--- src/rtl/decode_issue_sched.sv ---
// Decode-to-issue uop queue: accepts 1-2 uop decode groups into a circular FIFO and
// issues up to two uops per cycle from the head, throttling capability-class uops.
package decode_issue_sched_pkg;
  typedef enum logic [3:0] {
    UOP_INT_ALU      = 4'd0,
    UOP_ST_U8        = 4'd1,
    UOP_PACK_ADD_SAT = 4'd2,
    UOP_CAP_JUMP     = 4'd3,
    UOP_LINK         = 4'd4,
    UOP_LD_U8        = 4'd5
  } uop_tag_t;
endpackage

module decode_issue_sched
  import decode_issue_sched_pkg::*;
#(
  parameter int MAX_UOPS      = 2,
  parameter int DEPTH         = 8,
  parameter int CAP_PER_CYCLE = 1
) (
  input  logic                      clk_i,
  input  logic                      rst_ni,
  input  logic                      flush_i,
  input  logic                      decode_valid_i,
  input  uop_tag_t                  decode_uop0_i,
  input  uop_tag_t                  decode_uop1_i,
  input  logic [1:0]                decode_uop_count_i,
  input  logic [MAX_UOPS-1:0]       decode_cap_i,
  output logic                      decode_ready_o,
  output logic                      issue_valid_o,
  output uop_tag_t                  issue_uop0_o,
  output uop_tag_t                  issue_uop1_o,
  output logic [1:0]                issue_count_o,
  output logic [MAX_UOPS-1:0]       issue_cap_o,
  input  logic                      rename_ready_i,
  output logic [$clog2(DEPTH):0]    occupancy_o,
  output logic [15:0]               stall_count_o,
  output logic [15:0]               cap_issued_count_o
);
  localparam int PW = $clog2(DEPTH);
  localparam int OW = PW + 1;

  uop_tag_t         r_tag_mem [DEPTH];
  logic [DEPTH-1:0] r_cap_mem;
  logic [PW-1:0]    r_head;
  logic [PW-1:0]    r_tail;
  logic [OW-1:0]    r_occ;
  logic [15:0]      r_stall_cnt;
  logic [15:0]      r_cap_cnt;

  logic [PW-1:0]    w_head_p1;
  logic [PW-1:0]    w_tail_p1;
  logic [OW-1:0]    w_free;
  logic             w_enq;
  logic [1:0]       w_enq_cnt;
  logic             w_deq;
  logic [1:0]       w_deq_cnt;
  logic             w_h0_cap;
  logic             w_h1_cap;
  logic [1:0]       w_cap_sum;
  logic [1:0]       w_issue_cnt;
  logic [1:0]       w_cap_cons;

  assign w_head_p1 = r_head + PW'(1);
  assign w_tail_p1 = r_tail + PW'(1);

  // Ready looks only at registered occupancy; a same-cycle dequeue never opens room.
  assign w_free         = OW'(DEPTH) - r_occ;
  assign decode_ready_o = (w_free >= OW'(2)) && !flush_i;

  assign w_enq     = decode_valid_i && decode_ready_o &&
                     ((decode_uop_count_i == 2'd1) || (decode_uop_count_i == 2'd2));
  assign w_enq_cnt = w_enq ? decode_uop_count_i : 2'd0;

  assign w_h0_cap  = r_cap_mem[r_head];
  assign w_h1_cap  = r_cap_mem[w_head_p1];
  assign w_cap_sum = {1'b0, w_h0_cap} + {1'b0, w_h1_cap};

  always_comb begin
    w_issue_cnt = 2'd0;
    if ((r_occ >= OW'(2)) && (w_cap_sum <= 2'(CAP_PER_CYCLE))) begin
      w_issue_cnt = 2'd2;
    end else if (r_occ != '0) begin
      w_issue_cnt = 2'd1;
    end
  end

  assign issue_valid_o = (r_occ != '0);
  assign issue_count_o = w_issue_cnt;
  assign issue_uop0_o  = (w_issue_cnt != 2'd0) ? r_tag_mem[r_head] : UOP_INT_ALU;
  assign issue_uop1_o  = (w_issue_cnt == 2'd2) ? r_tag_mem[w_head_p1] : UOP_INT_ALU;
  assign issue_cap_o   = {(w_issue_cnt == 2'd2) && w_h1_cap,
                          (w_issue_cnt != 2'd0) && w_h0_cap};

  // Flush wins over a same-cycle consume, so nothing is counted as issued then.
  assign w_deq      = issue_valid_o && rename_ready_i && !flush_i;
  assign w_deq_cnt  = w_deq ? w_issue_cnt : 2'd0;
  assign w_cap_cons = w_deq ? ({1'b0, issue_cap_o[0]} + {1'b0, issue_cap_o[1]}) : 2'd0;

  always_ff @(posedge clk_i or negedge rst_ni) begin
    if (!rst_ni) begin
      r_head      <= '0;
      r_tail      <= '0;
      r_occ       <= '0;
      r_stall_cnt <= '0;
      r_cap_cnt   <= '0;
    end else begin
      if (flush_i) begin
        r_head <= '0;
        r_tail <= '0;
        r_occ  <= '0;
      end else begin
        r_head <= r_head + PW'(w_deq_cnt);
        r_tail <= r_tail + PW'(w_enq_cnt);
        r_occ  <= r_occ + OW'(w_enq_cnt) - OW'(w_deq_cnt);
      end
      if (issue_valid_o && !rename_ready_i && (r_stall_cnt != 16'hFFFF)) begin
        r_stall_cnt <= r_stall_cnt + 16'd1;
      end
      r_cap_cnt <= r_cap_cnt + 16'(w_cap_cons);
    end
  end

  // Entry storage needs no reset: occupancy gates every read.
  always_ff @(posedge clk_i) begin
    if (w_enq) begin
      r_tag_mem[r_tail] <= decode_uop0_i;
      r_cap_mem[r_tail] <= decode_cap_i[0];
      if (decode_uop_count_i == 2'd2) begin
        r_tag_mem[w_tail_p1] <= decode_uop1_i;
        r_cap_mem[w_tail_p1] <= decode_cap_i[1];
      end
    end
  end

  assign occupancy_o        = r_occ;
  assign stall_count_o      = r_stall_cnt;
  assign cap_issued_count_o = r_cap_cnt;

endmodule
--- config.mk ---
export PLATFORM = sky130hd
export DESIGN_NAME = decode_issue_sched
export DESIGN_NICKNAME = d
export VERILOG_FILES = /design/src/rtl/decode_issue_sched.sv
export SDC_FILE = /design/constraint.sdc
export NUM_CORES = 1
export LEC_CHECK = 0
export BUFFER_PORTS_ARGS = -buffer_cell sky130_fd_sc_hd__buf_2
export CAP_MARGIN = 20
export CORE_UTILIZATION = 45
export DETAILED_ROUTE_END_ITERATION = 10
export HOLD_SLACK_MARGIN = 0.03
export PLACE_DENSITY = 0.73
export SKIP_LAST_GASP = 1
export SLEW_MARGIN = 20
export SYNTH_ARGS = -nofsm -noshare
export SYNTH_HDL_FRONTEND = slang
export SYNTH_SLANG_ARGS = --single-unit
--- constraint.sdc ---
create_clock -name clk_i -period 3.54 [get_ports clk_i]
set_input_delay 0.708 -clock clk_i [delete_from_list [all_inputs] [get_ports clk_i]]
set_output_delay 0.708 -clock clk_i [all_outputs]
set_load 0.02 [all_outputs]
# Yosys cells after proc, flatten, opt, wreduce, memory -nomap -nowiden
# Memories as Yosys holds them, arrays and structs flattened.
# Index checks and enable logic that the tools add are counted.
[op_classes]
addsub = 11
n_reduce_logical = 17
mux = 26
eq_ne = 4
order_cmp = 9
[ops]
columns = ["op", "n"]
rows = [
  ["16-bit by 1-bit adder with 16-bit output (second input constant)", 1],
  ["16-bit by 2-bit adder with 16-bit output", 1],
  ["8-bit bitwise mux", 2],
  ["3-bit by 4-bit less-than comparator with 1-bit output (second input constant)", 4],
  ["16-bit inequality test (second input constant)", 1],
  ["1-bit logical AND", 12],
  ["4-bit 2-to-1 mux", 3],
  ["1-bit 2-to-1 mux", 10],
  ["4-bit by 2-bit >= comparator with 1-bit output (second input constant)", 2],
  ["2-bit 2-to-1 mux", 4],
  ["8-bit 2-to-1 mux", 1],
  ["3-bit by 1-bit adder with 3-bit output (second input constant)", 2],
  ["3-bit by 2-bit adder with 3-bit output", 2],
  ["1-bit binary-select mux with 3-bit select", 2],
  ["1-bit demux with 3-bit select", 2],
  ["3-bit by 1-bit >= comparator with 1-bit output (second input constant)", 2],
  ["3-bit 2-to-1 mux", 2],
  ["1-bit by 1-bit adder with 2-bit output", 2],
  ["4-bit by 2-bit adder with 4-bit output", 1],
  ["2-bit equality test (second input constant)", 2],
  ["4-bit nonzero test", 1],
  ["4-bit by 2-bit subtractor with 4-bit output", 1],
  ["4-bit subtractor (first input constant)", 1],
  ["2-bit by 1-bit equality test with 1-bit output (second input constant)", 1],
  ["other kinds (4)", 5],
]
[word_totals]
ff_bits = 50
wordCells = 74
out_inout_bits = 50
ramBits = 32
memories = 1
[memory_table]
columns = ["name", "depth", "word_bits", "read_ports", "rd_ports_with_merged_regs", "write_ports", "line_no", "source"]
rows = [
  ["r_tag_mem", 8, 4, 2, 0, 2, "43", "uop_tag_t r_tag_mem [DEPTH];"],
]

# Depth between registers and ports, before layout
[depth]
depth_word = 12
depth_mapped = 15
mapped_depth_nobuf = 14

# Worst setup path after synthesis
# No wires, ideal clock.
[synth_path]
path_kind = "register -> register"
start = "register r_head[0]"
end = "register r_cap_cnt[12] (netlist: cap_issued_count_o[12])"
path_stages_with_launch = 14
n_path_buf = 1
t_arrival_ps = 3534
setup_slack_ps = -124
required_ps = 3410
period_less_slack_ps = 3664
setup_time_ps = 130
path_cell_list = "dfrtp_1 ha_1 buf_2 mux4_2 mux2_4 nor3b_1 ha_1 and2_1 ha_1 inv_1 fa_1 nor4_1 nand2_1 xnor2_1"
[synth_via]
elab_chain_cells = 12
elab_cells_between_ends = 16
cone_classes = "4 x add/sub; 1 x order compare; 1 x eq/ne; 6 x mux; 4 x reduce/logical"
[synth_lines]
columns = ["element", "line_no", "source"]
rows = [
  ["from (decl)", "45", "logic [PW-1:0] r_head;"],
  ["from (signal assigned)", "113", "r_head <= r_head + PW'(w_deq_cnt);"],
  ["3-bit by 1-bit adder with 3-bit output", "64", "assign w_head_p1 = r_head + PW'(1);"],
  ["1-bit binary-select mux with 3-bit select", "76", "assign w_h1_cap = r_cap_mem[w_head_p1];"],
  ["1-bit 2-to-1 mux (implied by the code)", "76", ""],
  ["1-bit by 1-bit adder with 2-bit output", "77", "assign w_cap_sum = {1'b0, w_h0_cap} + {1'b0, w_h1_cap};"],
  ["2-bit by 1-bit <= comparator with 1-bit output", "81", "if ((r_occ >= OW'(2)) && (w_cap_sum <= 2'(CAP_PER_CYCLE))) begin"],
  ["1-bit logical AND", "81", ""],
  ["2-bit 2-to-1 mux", "81", ""],
  ["2-bit equality test", "92", "assign issue_cap_o = {(w_issue_cnt == 2'd2) && w_h1_cap,"],
  ["1-bit logical AND *", "92", ""],
  ["named net issue_cap_o[1]", "34", "output logic [MAX_UOPS-1:0] issue_cap_o,"],
  ["1-bit by 1-bit adder with 2-bit output *", "98", "assign w_cap_cons = w_deq ? ({1'b0, issue_cap_o[0]} + {1'b0, issue_cap_o[1]}) : 2'd0;"],
  ["2-bit 2-to-1 mux *", "98", ""],
  ["16-bit by 2-bit adder with 16-bit output *", "120", "r_cap_cnt <= r_cap_cnt + 16'(w_cap_cons);"],
  ["to (signal assigned)", "120", ""],
  ["to (decl)", "49", "logic [15:0] r_cap_cnt;"],
]
# Mark *: on every way through the listed nets, which the timed path passes. The rest lies on a longest branch. The select of a mux whose other input is x is not followed.
# A chain may end at the register's enable or synchronous reset.

# Final worst setup path
[layout_path]
start = "register r_head[0]"
end = "register r_cap_cnt[14] (netlist: cap_issued_count_o[14])"
[layout_via]
elab_chain_cells = 12
elab_cells_between_ends = 16
cone_classes = "4 x add/sub; 1 x order compare; 1 x eq/ne; 6 x mux; 4 x reduce/logical"
[layout_lines]
columns = ["element", "line_no"]
rows = [
  ["3-bit by 1-bit adder with 3-bit output", "64"],
  ["1-bit binary-select mux with 3-bit select", "76"],
  ["1-bit 2-to-1 mux (implied by the code)", "76"],
  ["1-bit by 1-bit adder with 2-bit output", "77"],
  ["2-bit by 1-bit <= comparator with 1-bit output", "81"],
  ["1-bit logical AND", "81"],
  ["2-bit 2-to-1 mux", "81"],
  ["2-bit equality test or 2-bit nonzero test (tied branches)", "92, 93"],
  ["1-bit logical AND (on tied branches)", "92, 93"],
  ["1-bit by 1-bit adder with 2-bit output *", "98"],
  ["2-bit 2-to-1 mux *", "98"],
  ["16-bit by 2-bit adder with 16-bit output *", "120"],
]
# Every way passes the cells marked *; elsewhere a longest branch is shown, timed or not. The select of a mux whose other input is x is not followed.

==> flow_summary.yaml <==
route:
  wl_um: 10700
  wl_met1_um: 4680
  antenna_left: 0
  highest_layer: "met4"
  drc: 0
  wl_met2_um: 5170
  met3_length_um: 647
  detailroute.via_count: 3492
  vias_per_cell: 5.61
  wl_per_cell_um: 17.2
  drt_iter0_drc: 139
  dr.pass1.iters: 6
sta:
  max_slew_margin_pct: 63.7
  skew_ps: 8.77
  finalHoldViolations: 0
  slew_violations: 0
  rsz0062_at_grt: "no"
  setup_viol: 0
  period_share_pct: 95.8
  worst_pin_slew_ps: 539
  fmax_ghz: 0.295
  layout_min_cycle_time_ps: 3390
  fin_setup_tns_ps: 0
  layout_setup_ws_ps: 149
run:
  max-cap-violations: 0
logic_synthesis:
  async_flop_share_pct: 51.2
  syn_avg_cell_area_um2: 12.2
  ys_top_cells_by_count: "42 x dfrtp_1, 40 x edfxtp_1, 39 x mux2_2, 26 x xnor2_1, 25 x nor2_1"
  synthMostInstantiatedCell: "dfrtp_1"
  yosysTopAreaCell: "edfxtp_1"
  seq_area_frac_synth_pct: 45.3
  yosysTopAreaCellShare_pct: 24.2
  synth_fp_nets: 447
  synth_edf_count: 40
  synth_seq_cells: 82
  synthTopCellsByArea: "edfxtp_1 24%, dfrtp_1 21%, mux2_2 8.8%"
  syn-cell-area_um2: 4970
  synth_cell_types: 42
  yosys_most_used_dff: "dfrtp_1"
  syn_inst: 407
  yosys_warnings: 0
power:
  power-per-cell-area_nw_per_um2: 604
  power_leakage_nw: 2.40
  power_w: 0.00346
  ir_drop_mv: 0.261
die:
  ios: 67
  initial_utilization_pct: 47.3
  die_h_um: 107
  dieArea_um2: 11500
  std_cell_rows: 37
  die_x_um: 107
  core_area_um2: 10500
placement:
  hpwlAfterDp_um: 8360
  port_buffers: 66
  gp_congestion: 0.882
  place_ws_ps: 115
critical_path:
  path_max_fanout: 5
  reg2reg_slack_ps: 150
  critPathRequiredTime_ps: 3790
  worstPathCellList: "ha_4 -> mux4_2 -> mux2_4 -> nor3b_2 -> ha_1 -> and2_1 -> ha_1 -> inv_1 -> fa_2 -> nor4_2 -> nand2_1 -> xnor2_1"
  arrival_ps: 3640
  end_kind: "flip-flop"
  max_stage_delay_ps: 490
  worstSetupStartpointType: "flip-flop"
  crit_buf_inv: 1
  cpLargestDelayFamily: "adder cells"
  path_class: "flip-flop to flip-flop"
  critPathSlowestCell: "mux4_2"
  crit_top_cell: "ha_1"
cells_and_area:
  final_nets: 521
  n_antenna_cell: 0
  seqCellArea_um2: 2250
  drive_above_1_share_pct: 33.1
  num-fill-cells: 884
  multiInputGateArea_um2: 2590
  area_delta_synth_final_pct: 15.5
clocking:
  cts_tree: "done"
  cts.sinks: 82
  cts_buffer_depth: 2
  path_clk_slew_ps: 90
  cts-root-buf: "clkbuf_8"
  holdBufCountCts: 0
  h-tree-depth: 3
  cts_buffers: 9
  clock_latency_ps: 360
grt:
  grt_max_degree: 43
  grt_pass1_wl_um: 17700
  grt_pass1_vias: 3519
  gr-total-overflow: 0
  grtUsageTotal_pct: 20.1
  antenna_found_initial: 0
outcome:
  outcome: "complete, no violations"
hold_path:
  min_path_type: "primary input to asynchronous set/reset pin"
## through the flow
step	std cells	hold WS (ps)	cell area, um2	util (%)
6_report	622	200	5740	54.6
5_1_grt	622	204	5740	54.6
4_1_cts	621	498	5700	54.2
3_5_place_dp	605	482	5490	52.2
3_3_place_gp	605	457	5490	52.2
2_1_floorplan	407	412	4990	-
## state kept, by name, summed over array words and instances (netlist names)
register	cells
r_head	3
cap_issued_count_o	16
r_tag_mem	32
r_tail	3
occupancy_o	4
stall_count_o	16
r_cap_mem	8
## where the power goes
part | leakage, nW | switching, W | internal (W)
Clock | 0.104 | 0.000381 | 0.000340
Combinational | 1.37 | 0.000848 | 0.000661
Sequential | 0.927 | 0.000124 | 0.00111
## what timing repair did
action / in CTS / in global routing
resized for setup: 0 / 3
setup buffers: 0 / 0
setup endpoints to repair: 0 / 2
## cells in the final DEF, fill, tap and decap left out, drive strengths merged, types with 2 or more instances in the layout
cell	instances
nor3	9
nor3b	5
and2b	4
and4	2
clkbuf	9
a21o	2
nand2	23
nor4	2
mux4	20
and3	7
o21a	5
mux2i	12
ha	18
nand4	8
xnor2	26
buf	78
edfxtp	40
nor2	25
o21ai	14
inv	24
and2	4
o211ai	3
nand3	17
nor2b	7
dfrtp	42
xor2	9
mux2	41
fa	5
nand3b	3
nand2b	2
a21oi	10
o2111ai	3
## cell families (layout without fill, tap and decap cells)
group	Yosys count	count (layout)	share of synthesized area, %
xor+xnor	35	35	6.17
compound gates	38	38	4.84
fa+ha+maj	23	23	6.55
simple gates	121	121	12.9
mux	73	73	21.1
flops	82	82	45.3
buf+inv	35	114	3.17
## final cells by class
class	count	share of cell area [%]
multi-input cells	290	45.2
flip-flops and latches	82	39.3
repair buffers	78	7.68
well taps	136	2.97
clock buffers	9	2.16
clock inverters	7	1.46
inverters	20	1.31
## routing by layer
| layer | global-route usage, % | vias to the layer above |
|---|---|---|
| met4 | 7.63 | 0 |
| met3 | 3.59 | 20 |
| met1 | 26.6 | 1692 |
| met5 | 0 | - |
| li1 | - | 1642 |
| met2 | 32.9 | 138 |
## path summary, 6_finish.rpt
check,end,start,cells past startpoint
hold / removal,stall_count_o[3]$_DFFE_PN0P_,rst_ni,1
setup / recovery,cap_issued_count_o[14]$_DFF_PN0_,r_head[0]$_DFF_PN0_,12
min in group clk_i,cap_issued_count_o[15]$_DFF_PN0_,cap_issued_count_o[15]$_DFF_PN0_,1
max in group asynchronous,r_head[0]$_DFF_PN0_,rst_ni,2
setup reg to reg,cap_issued_count_o[14]$_DFF_PN0_,r_head[0]$_DFF_PN0_,12
hold reg to reg,cap_issued_count_o[15]$_DFF_PN0_,cap_issued_count_o[15]$_DFF_PN0_,1
## worst register-to-register path: cells and delay by family, from the launching register on
family,cells,cell delay [ps]
simple gates,4,730
buf+inv,1,60
flops,1,440
fa+ha+maj,4,1150
xor+xnor,1,130
mux,2,790
(Power assumes the default switching activity.)
